**src/rtl/doodle_event_ctrl.sv**
```systemverilog
// Doodle game event controller: turns per-frame collision events into the doodle's
// vertical step, monster-kill pulses, a saturating score and the game state.
module doodle_event_ctrl #(
  parameter logic [9:0]  JUMP_STEP    = 10'd9,
  parameter logic [9:0]  STOMP_STEP   = 10'd12,
  parameter logic [9:0]  MAX_FALL     = 10'd8,
  parameter int          GRAVITY_DIV  = 3,
  parameter int          DEATH_FRAMES = 60,
  parameter logic [15:0] STOMP_SCORE  = 16'd10,
  parameter logic [15:0] KILL_SCORE   = 16'd5
) (
  input  logic        Clk,
  input  logic        Reset,
  input  logic        frame_clk,
  input  logic        start,
  input  logic        collision,
  input  logic        death,
  input  logic        beat_mons,
  input  logic        hit,
  output logic [9:0]  Ball_Y_Step,
  output logic        monster_kill,
  output logic [15:0] score,
  output logic        game_over,
  output logic        playing,
  output logic [1:0]  dbg_state_o
);

  localparam logic [1:0] S_IDLE  = 2'd0;
  localparam logic [1:0] S_PLAY  = 2'd1;
  localparam logic [1:0] S_DYING = 2'd2;
  localparam logic [1:0] S_OVER  = 2'd3;

  localparam int GW = (GRAVITY_DIV > 2) ? $clog2(GRAVITY_DIV) : 1;
  localparam int DW = (DEATH_FRAMES > 2) ? $clog2(DEATH_FRAMES) : 1;
  localparam logic [GW-1:0] GRAV_LAST  = GW'(GRAVITY_DIV - 1);
  localparam logic [DW-1:0] DEATH_LAST = DW'(DEATH_FRAMES - 1);
  localparam logic [9:0]    NEG_JUMP   = ~JUMP_STEP + 10'd1;
  localparam logic [9:0]    NEG_STOMP  = ~STOMP_STEP + 10'd1;

  logic          frame_dly_q;
  logic          fe_q;
  logic [1:0]    state_q, state_d;
  logic [9:0]    step_q, step_d;
  logic          kill_q, kill_d;
  logic [15:0]   score_q, score_d;
  logic          over_q, over_d;
  logic          play_q, play_d;
  logic [GW-1:0] grav_q, grav_d;
  logic [DW-1:0] dcnt_q, dcnt_d;
  logic          descending;
  logic          at_max_fall;

  function automatic logic [15:0] sat_add(input logic [15:0] a, input logic [15:0] b);
    logic [16:0] sum;
    sum = {1'b0, a} + {1'b0, b};
    return sum[16] ? 16'hFFFF : sum[15:0];
  endfunction

  // A bounce is only allowed while moving down; large positive values count as ascending.
  assign descending  = ~step_q[9] && (step_q < 10'd100);
  assign at_max_fall = $signed(step_q) >= $signed(MAX_FALL);

  always_comb begin
    state_d = state_q;
    step_d  = step_q;
    kill_d  = 1'b0;
    score_d = score_q;
    grav_d  = grav_q;
    dcnt_d  = dcnt_q;
    case (state_q)
      S_IDLE, S_OVER: begin
        step_d = 10'd0;
        if (start) begin
          state_d = S_PLAY;
          step_d  = NEG_JUMP;
          score_d = 16'd0;
          grav_d  = '0;
        end
      end
      S_PLAY: begin
        if (fe_q) begin
          if (death && !beat_mons) begin
            state_d = S_DYING;
            step_d  = MAX_FALL;
            dcnt_d  = '0;
          end else if (beat_mons) begin
            step_d  = NEG_STOMP;
            kill_d  = 1'b1;
            score_d = sat_add(score_q, STOMP_SCORE);
            grav_d  = '0;
          end else begin
            if (collision && descending) begin
              step_d = NEG_JUMP;
              grav_d = '0;
            end else if (grav_q < GRAV_LAST) begin
              grav_d = grav_q + 1'b1;
            end else begin
              grav_d = '0;
              step_d = at_max_fall ? MAX_FALL : step_q + 10'd1;
            end
            // Bullet kills ride alongside motion when no stomp happened this frame.
            if (hit) begin
              kill_d  = 1'b1;
              score_d = sat_add(score_q, KILL_SCORE);
            end
          end
        end
      end
      S_DYING: begin
        if (fe_q) begin
          step_d = MAX_FALL;
          if (dcnt_q == DEATH_LAST) begin
            state_d = S_OVER;
            step_d  = 10'd0;
          end else begin
            dcnt_d = dcnt_q + 1'b1;
          end
        end
      end
      default: state_d = S_IDLE;
    endcase
    play_d = (state_d == S_PLAY);
    over_d = (state_d == S_OVER);
  end

  always_ff @(posedge Clk) begin
    if (Reset) begin
      frame_dly_q <= 1'b0;
      fe_q        <= 1'b0;
      state_q     <= S_IDLE;
      step_q      <= 10'd0;
      kill_q      <= 1'b0;
      score_q     <= 16'd0;
      over_q      <= 1'b0;
      play_q      <= 1'b0;
      grav_q      <= '0;
      dcnt_q      <= '0;
    end else begin
      frame_dly_q <= frame_clk;
      fe_q        <= frame_clk & ~frame_dly_q;
      state_q     <= state_d;
      step_q      <= step_d;
      kill_q      <= kill_d;
      score_q     <= score_d;
      over_q      <= over_d;
      play_q      <= play_d;
      grav_q      <= grav_d;
      dcnt_q      <= dcnt_d;
    end
  end

  assign Ball_Y_Step  = step_q;
  assign monster_kill = kill_q;
  assign score        = score_q;
  assign game_over    = over_q;
  assign playing      = play_q;
  assign dbg_state_o  = state_q;

endmodule

```
**config.mk**
```make
export PLATFORM = sky130hd
export DESIGN_NAME = doodle_event_ctrl
export DESIGN_NICKNAME = d
export VERILOG_FILES = /design/src/rtl/doodle_event_ctrl.sv
export SDC_FILE = /design/constraint.sdc
export NUM_CORES = 1
export LEC_CHECK = 0
export BUFFER_PORTS_ARGS = -buffer_cell sky130_fd_sc_hd__buf_2
export CORE_UTILIZATION = 26
export DETAILED_ROUTE_END_ITERATION = 10
export PLACE_DENSITY = 0.44
export SYNTH_ARGS = -nofsm -noshare
export SYNTH_HDL_FRONTEND = slang
export SYNTH_SLANG_ARGS = --single-unit
```
**constraint.sdc**
```tcl
create_clock -name Clk -period 2.75 [get_ports Clk]
set_clock_uncertainty 0.1 [all_clocks]
set_input_delay 0.275 -clock Clk [delete_from_list [all_inputs] [get_ports Clk]]
set_output_delay 0.275 -clock Clk [all_outputs]
set_load 0.05 [all_outputs]
```
Word-level counts from Yosys, hierarchy flattened
Cells that the tools add are included.
- register bits: 41
- input port bits: 8
- output and inout port bits: 31
- logic and storage cells: 88
- $add $sub $neg: 5
- $lt $le $gt $ge: 3
- equal/unequal tests: 14
- muxes and demuxes: 38
- bitwise logic cells: 5
- reductions and logical operators: 13
- operator list (operator ; count):
    2-to-1 mux 16 bit ; 7
    2-to-1 mux 10 bit ; 8
    one-hot mux 16 bit (2 select lines) ; 1
    one-hot mux 10 bit (3 select lines) ; 1
    2-to-1 mux 6 bit ; 4
    2-to-1 mux 2 bit ; 11
    adder 16 x 3 -> 17 bit (second input constant) ; 1
    adder 16 x 4 -> 17 bit (second input constant) ; 1
    inequality test 2 bit (second input constant) ; 6
    one-hot mux 6 bit (2 select lines) ; 1
    adder 10 x 1 -> 10 bit (second input constant) ; 1
    greater-or-equal comparator 10 x 5 -> 1 bit (second input constant) ; 1
    < comparator 10 x 7 -> 1 bit (second input constant) ; 1
    AND reduction 5 bit ; 2
    adder 6 x 1 -> 6 bit (second input constant) ; 1
    == test 2 bit (second input constant) ; 3
    == test 6 bit (second input constant) ; 1
    one-hot mux 2 bit (3 select lines) ; 1
    inequality test 5 bit (second input constant) ; 1
    == test 2 x 1 -> 1 bit (second input constant) ; 2
    2-to-1 mux 4 bit ; 1
    NOT 1 bit ; 4
    one-hot mux 2 bit (2 select lines) ; 1
    AND reduction 4 bit ; 1
    12 further kinds ; 16

Longest topological paths before layout
- word-level depth: 8
- mapped depth: 9
- mapped depth without buffers: 8

Worst setup path after synthesis
No wires, ideal clock.
- path type: reg-to-reg
- from: register state_q[0], in the netlist dbg_state_o[0]
- to: register score_q[8], in the netlist score[8]
- library setup time: 119 ps
- arrival time: 2294 ps
- data required time: 2531 ps
- slack: 238 ps
- cell stages (with the launch flop): 8
- path buffers: 1
- period minus slack after synthesis: 2512 ps
- cells stage by stage: dfxtp_1 inv_1 ha_1 clkbuf_1 o221a_2 nand2_2 a2111o_1 o221a_2
- cells in the longest elaborated chain, start to end: 4
- elaborated cells on any way between the ends: 11
- ends and longest elaborated chain (what ; RTL line ; source):
    from (decl) ; 42 ; logic [1:0] state_q, state_d;
    from (signal assigned) ; 141 ; state_q <= state_d;
    == test 2 bit or logical NOT 2 bit (tied branches) ; 70 ; case (state_q)
    OR reduction 2 bit ; 70 ;
    inequality test 2 bit (no source line) or nonzero test 2 bit (tied branches) ; n/a ;
    AND reduction 5 bit (no source line) ; n/a ;
    to (signal assigned) ; 144 ; score_q <= score_d;
    to (decl) ; 45 ; logic [15:0] score_q, score_d;
Parallel ways exist; a longest one is shown, timed or not.
A chain may end at the register's enable or synchronous reset.

Worst setup path after layout
- from: register state_q[0], in the netlist dbg_state_o[0]
- to: register score_q[10], in the netlist score[10]
The elaborated chain is that of the path after synthesis.

==> metrics.txt <==
io pins 39; wire length of the first global-routing pass 12300 um; sum of overflow across all layers after global routing 0; Syn Inst Count 322; Reg power frac 45.7%; pin count of the biggest net entering global routing 24; antenna violations before repair 0; number of diodes added for antenna fixing 0; Clock Power Share 28.3%; fill cell count 1058; setup slack at placement 0.381 ns; die area 10500 um^2; net count of the mapped netlist 338; net switching fraction of the power 36.8%; htree depth 2; status finished, final reports clean; count of endpoints failing setup in the final report 0; layout cells sized above 1 22.7%; vias in the first global route 2459; sequential-to-total area share from yosys stat 31.3%; total of hold buffers inserted after clock tree synthesis 0; warnings from Yosys 0; final critical-path setup slack 0.332 ns; Leak Pwr ~0.0012 uW; critical path startpoint category register; Layout area overhead 16.8%; setup slack of the most critical reg-to-reg path 0.33 ns; final wirelength 7570 um; DR pass1 iterations 5; worst setup path class register to register; Async S/R FF share, synth 0%; Netlist cell types 67; accumulated negative setup slack 0 ns; netlist area before placement 2620 um^2; via count of the routed design 2589; TritonCTS clock tree yes; highest fanout seen on the critical path 10; required time reported for the critical path endpoint 2.86 ns; effective utilization at floorplan between 20% and 30%; Post-route DRC 0; maximum clock frequency 414 MHz; area of all placed cells without fillers 3060 um^2; source-to-sink clock delay at the later pin of the worst-skew pair 0.30 ns; Clock Tree Root sky130_fd_sc_hd__clkbuf_8; cell row count 36; arrival time reported for the critical path endpoint 2.53 ns; Max Transition Viols Final 0; share of the core filled with cells 31.3%; relative slew slack 62.6%; leading register cell type out of synthesis sky130_fd_sc_hd__dfxtp_1; total net switching power 532 uW; Worst Hold Class input pin to register; final antenna-violating net count 0; Placed Cells 495; commonest non-fill, non-tap cells in the layout sky130_fd_sc_hd__dfxtp_1 (41), sky130_fd_sc_hd__buf_2 (38), sky130_fd_sc_hd__nor2_1 (32); half-perimeter wire length after placement 5510 um; Tmin final about 2.4 ns; measured slew at the worst slew-check pin 0.553 ns; pwr/cell area 473 nW/um^2; worst vdd ir around 0.21 mV; global placement routability congestion approximately 0.81; synthesized area divided by synthesized cell count roughly 8.1 um^2; total global-route track usage 15.2%; Layout Nets 385; count of input and output buffers 38; Die Height 102 um; routed vias/inst between 5 and 6; max cap viols 0; type of destination of the critical path register; Fin. Hold Viols 0; die boundary width 102 um; clock transition at the register clock pins on the worst setup and hold paths after CTS 0.09 ns; startpoint of the worst setup timing path dbg_state_o[0]$_SDFF_PP0_; combinational group share of total power roughly a quarter; FF+latch count, synth 41; final cell count without fillers 503; RSZ-0062 raised after global routing no; number of flops mapped to enable cells by yosys 0; reg2reg path depth 7; maximum count of clock buffers along a single path 2; WL per Instance 15.0 um; endpoint of the lowest-slack register-to-register path score[10]$_SDFFE_PP0P_; dpl cell area 2970 um^2; Final period util between 80 and 90%; commonest non-fill, non-tap cell in the layout sky130_fd_sc_hd__dfxtp_1; worst setup path end score[10]$_SDFFE_PP0P_; Inserted Clock Buffers 5; setup fix buffers added after clock tree synthesis 0; internal power of the cells 913 uW; number of sinks handled by clock tree synthesis 41; initial DRC count about 140; total core area 9770 um^2; count of instances resized after the clock tree is built 0; worst flop-to-flop path startpoint dbg_state_o[0]$_SDFF_PP0_
flip-flops by register name (all words and copies together) (netlist names):
name,flops
playing,1
game_over,1
grav_q,2
frame_dly_q,1
Ball_Y_Step,10
dcnt_q,6
monster_kill,1
fe_q,1
score,16
dbg_state_o,2
power groups by stage:
stage	clock network, uW	registers [uW]	logic (uW)
after global routing	456	666	413
after global placement	0	674	375
final	409	660	376
after detailed placement	0	675	373
after CTS	430	661	376
after floorplan	0	750	201
logic make-up after synthesis:
logic type               count (synthesis)  synth area share (%)
XOR/XNOR                                12                  4.01
AO/OA/AOI/OAI                          102                  27.1
AND/OR/NAND/NOR                        130                  26.7
multiplexers                             3                  1.15
adder cells (fa/ha/maj)                  8                  3.82
buffers and inverters                   26                  5.88
flip-flops                              41                  31.3
how the worst min path moves through the flow:
stage                            from                     end  slack [ns]  cells after the start
2_1_floorplan                   Reset  frame_dly_q$_SDFF_PP0_        0.25                      1
3_3_place_gp   frame_dly_q$_SDFF_PP0_         fe_q$_SDFF_PP0_        0.27                      1
3_5_place_dp   frame_dly_q$_SDFF_PP0_         fe_q$_SDFF_PP0_        0.28                      1
4_1_cts                     frame_clk  frame_dly_q$_SDFF_PP0_        0.13                      2
5_1_grt                     frame_clk  frame_dly_q$_SDFF_PP0_        0.14                      2
6_report                    frame_clk  frame_dly_q$_SDFF_PP0_        0.13                      2
per-stage QoR:
| step | total power [uW] | hold WS, ns |
|---|---|---|
| 4_1_cts | 1470 | 0.129 |
| 3_5_place_dp | 1050 | 0.277 |
| 5_1_grt | 1530 | 0.144 |
| 3_3_place_gp | 1050 | 0.271 |
| 6_report | 1450 | 0.126 |
| 2_1_floorplan | 951 | 0.254 |
worst max-delay path, stage by stage, from the launching register on:
cell and delay [ns]:
sky130_fd_sc_hd__dfxtp_1 0.44, sky130_fd_sc_hd__ha_1 0.38, sky130_fd_sc_hd__nand2b_1 0.24, sky130_fd_sc_hd__o221a_2 0.30
sky130_fd_sc_hd__and2_1 0.28, sky130_fd_sc_hd__a21oi_1 0.27, sky130_fd_sc_hd__o21ai_1 0.12, sky130_fd_sc_hd__a31oi_1 0.20
routing by layer:
metal | part of all wire [%] | global-route usage [%] | vias to the layer above
li1 | - | - | 1281
met5 | 0 | 0 | -
met2 | 45 | 24.1 | 80
met1 | 47 | 20.3 | 1216
met4 | 1.5 | 5.49 | 0
met3 | 6.0 | 3.15 | 12
layout make-up:
type | count | area, um^2 | share of cell area (%)
clock buffers | 5 | 68.8 | 2.25
multi-input cells | 255 | 1640 | 53.8
clock inverters | 3 | 17.5 | 0.573
well taps | 133 | 166 | 5.44
flip-flops and latches | 41 | 821 | 26.8
inverters | 16 | 60.1 | 1.96
repair buffers | 50 | 280 | 9.17
synthesized netlist by cell type (all sizes together), types with 2 or more instances:
cell type,count,area share (%)
a21o,4,1.1
a21oi,25,5.1
a22o,4,1.3
a22oi,4,1.1
a31o,2,1.0
a31oi,6,1.7
a32o,2,0.76
and2,4,1.0
and3,5,1.3
buf,3,0.67
clkbuf,7,2.9
dfxtp,41,31
ha,8,3.8
inv,16,2.3
mux2i,3,1.1
nand2,32,4.7
nand2b,3,0.72
nand3,12,2.8
nand4,5,1.8
nor2,33,4.8
nor2b,8,1.9
nor3,11,2.3
nor4,8,2.7
o211ai,3,0.86
o21a,3,1.1
o21ai,24,4.7
o221a,3,1.3
o22ai,9,2.1
o32ai,2,0.67
or2,2,0.48
or3,3,0.96
xnor2,6,2.0
xor2,6,2.0
Power figures use the tool's default switching activity.
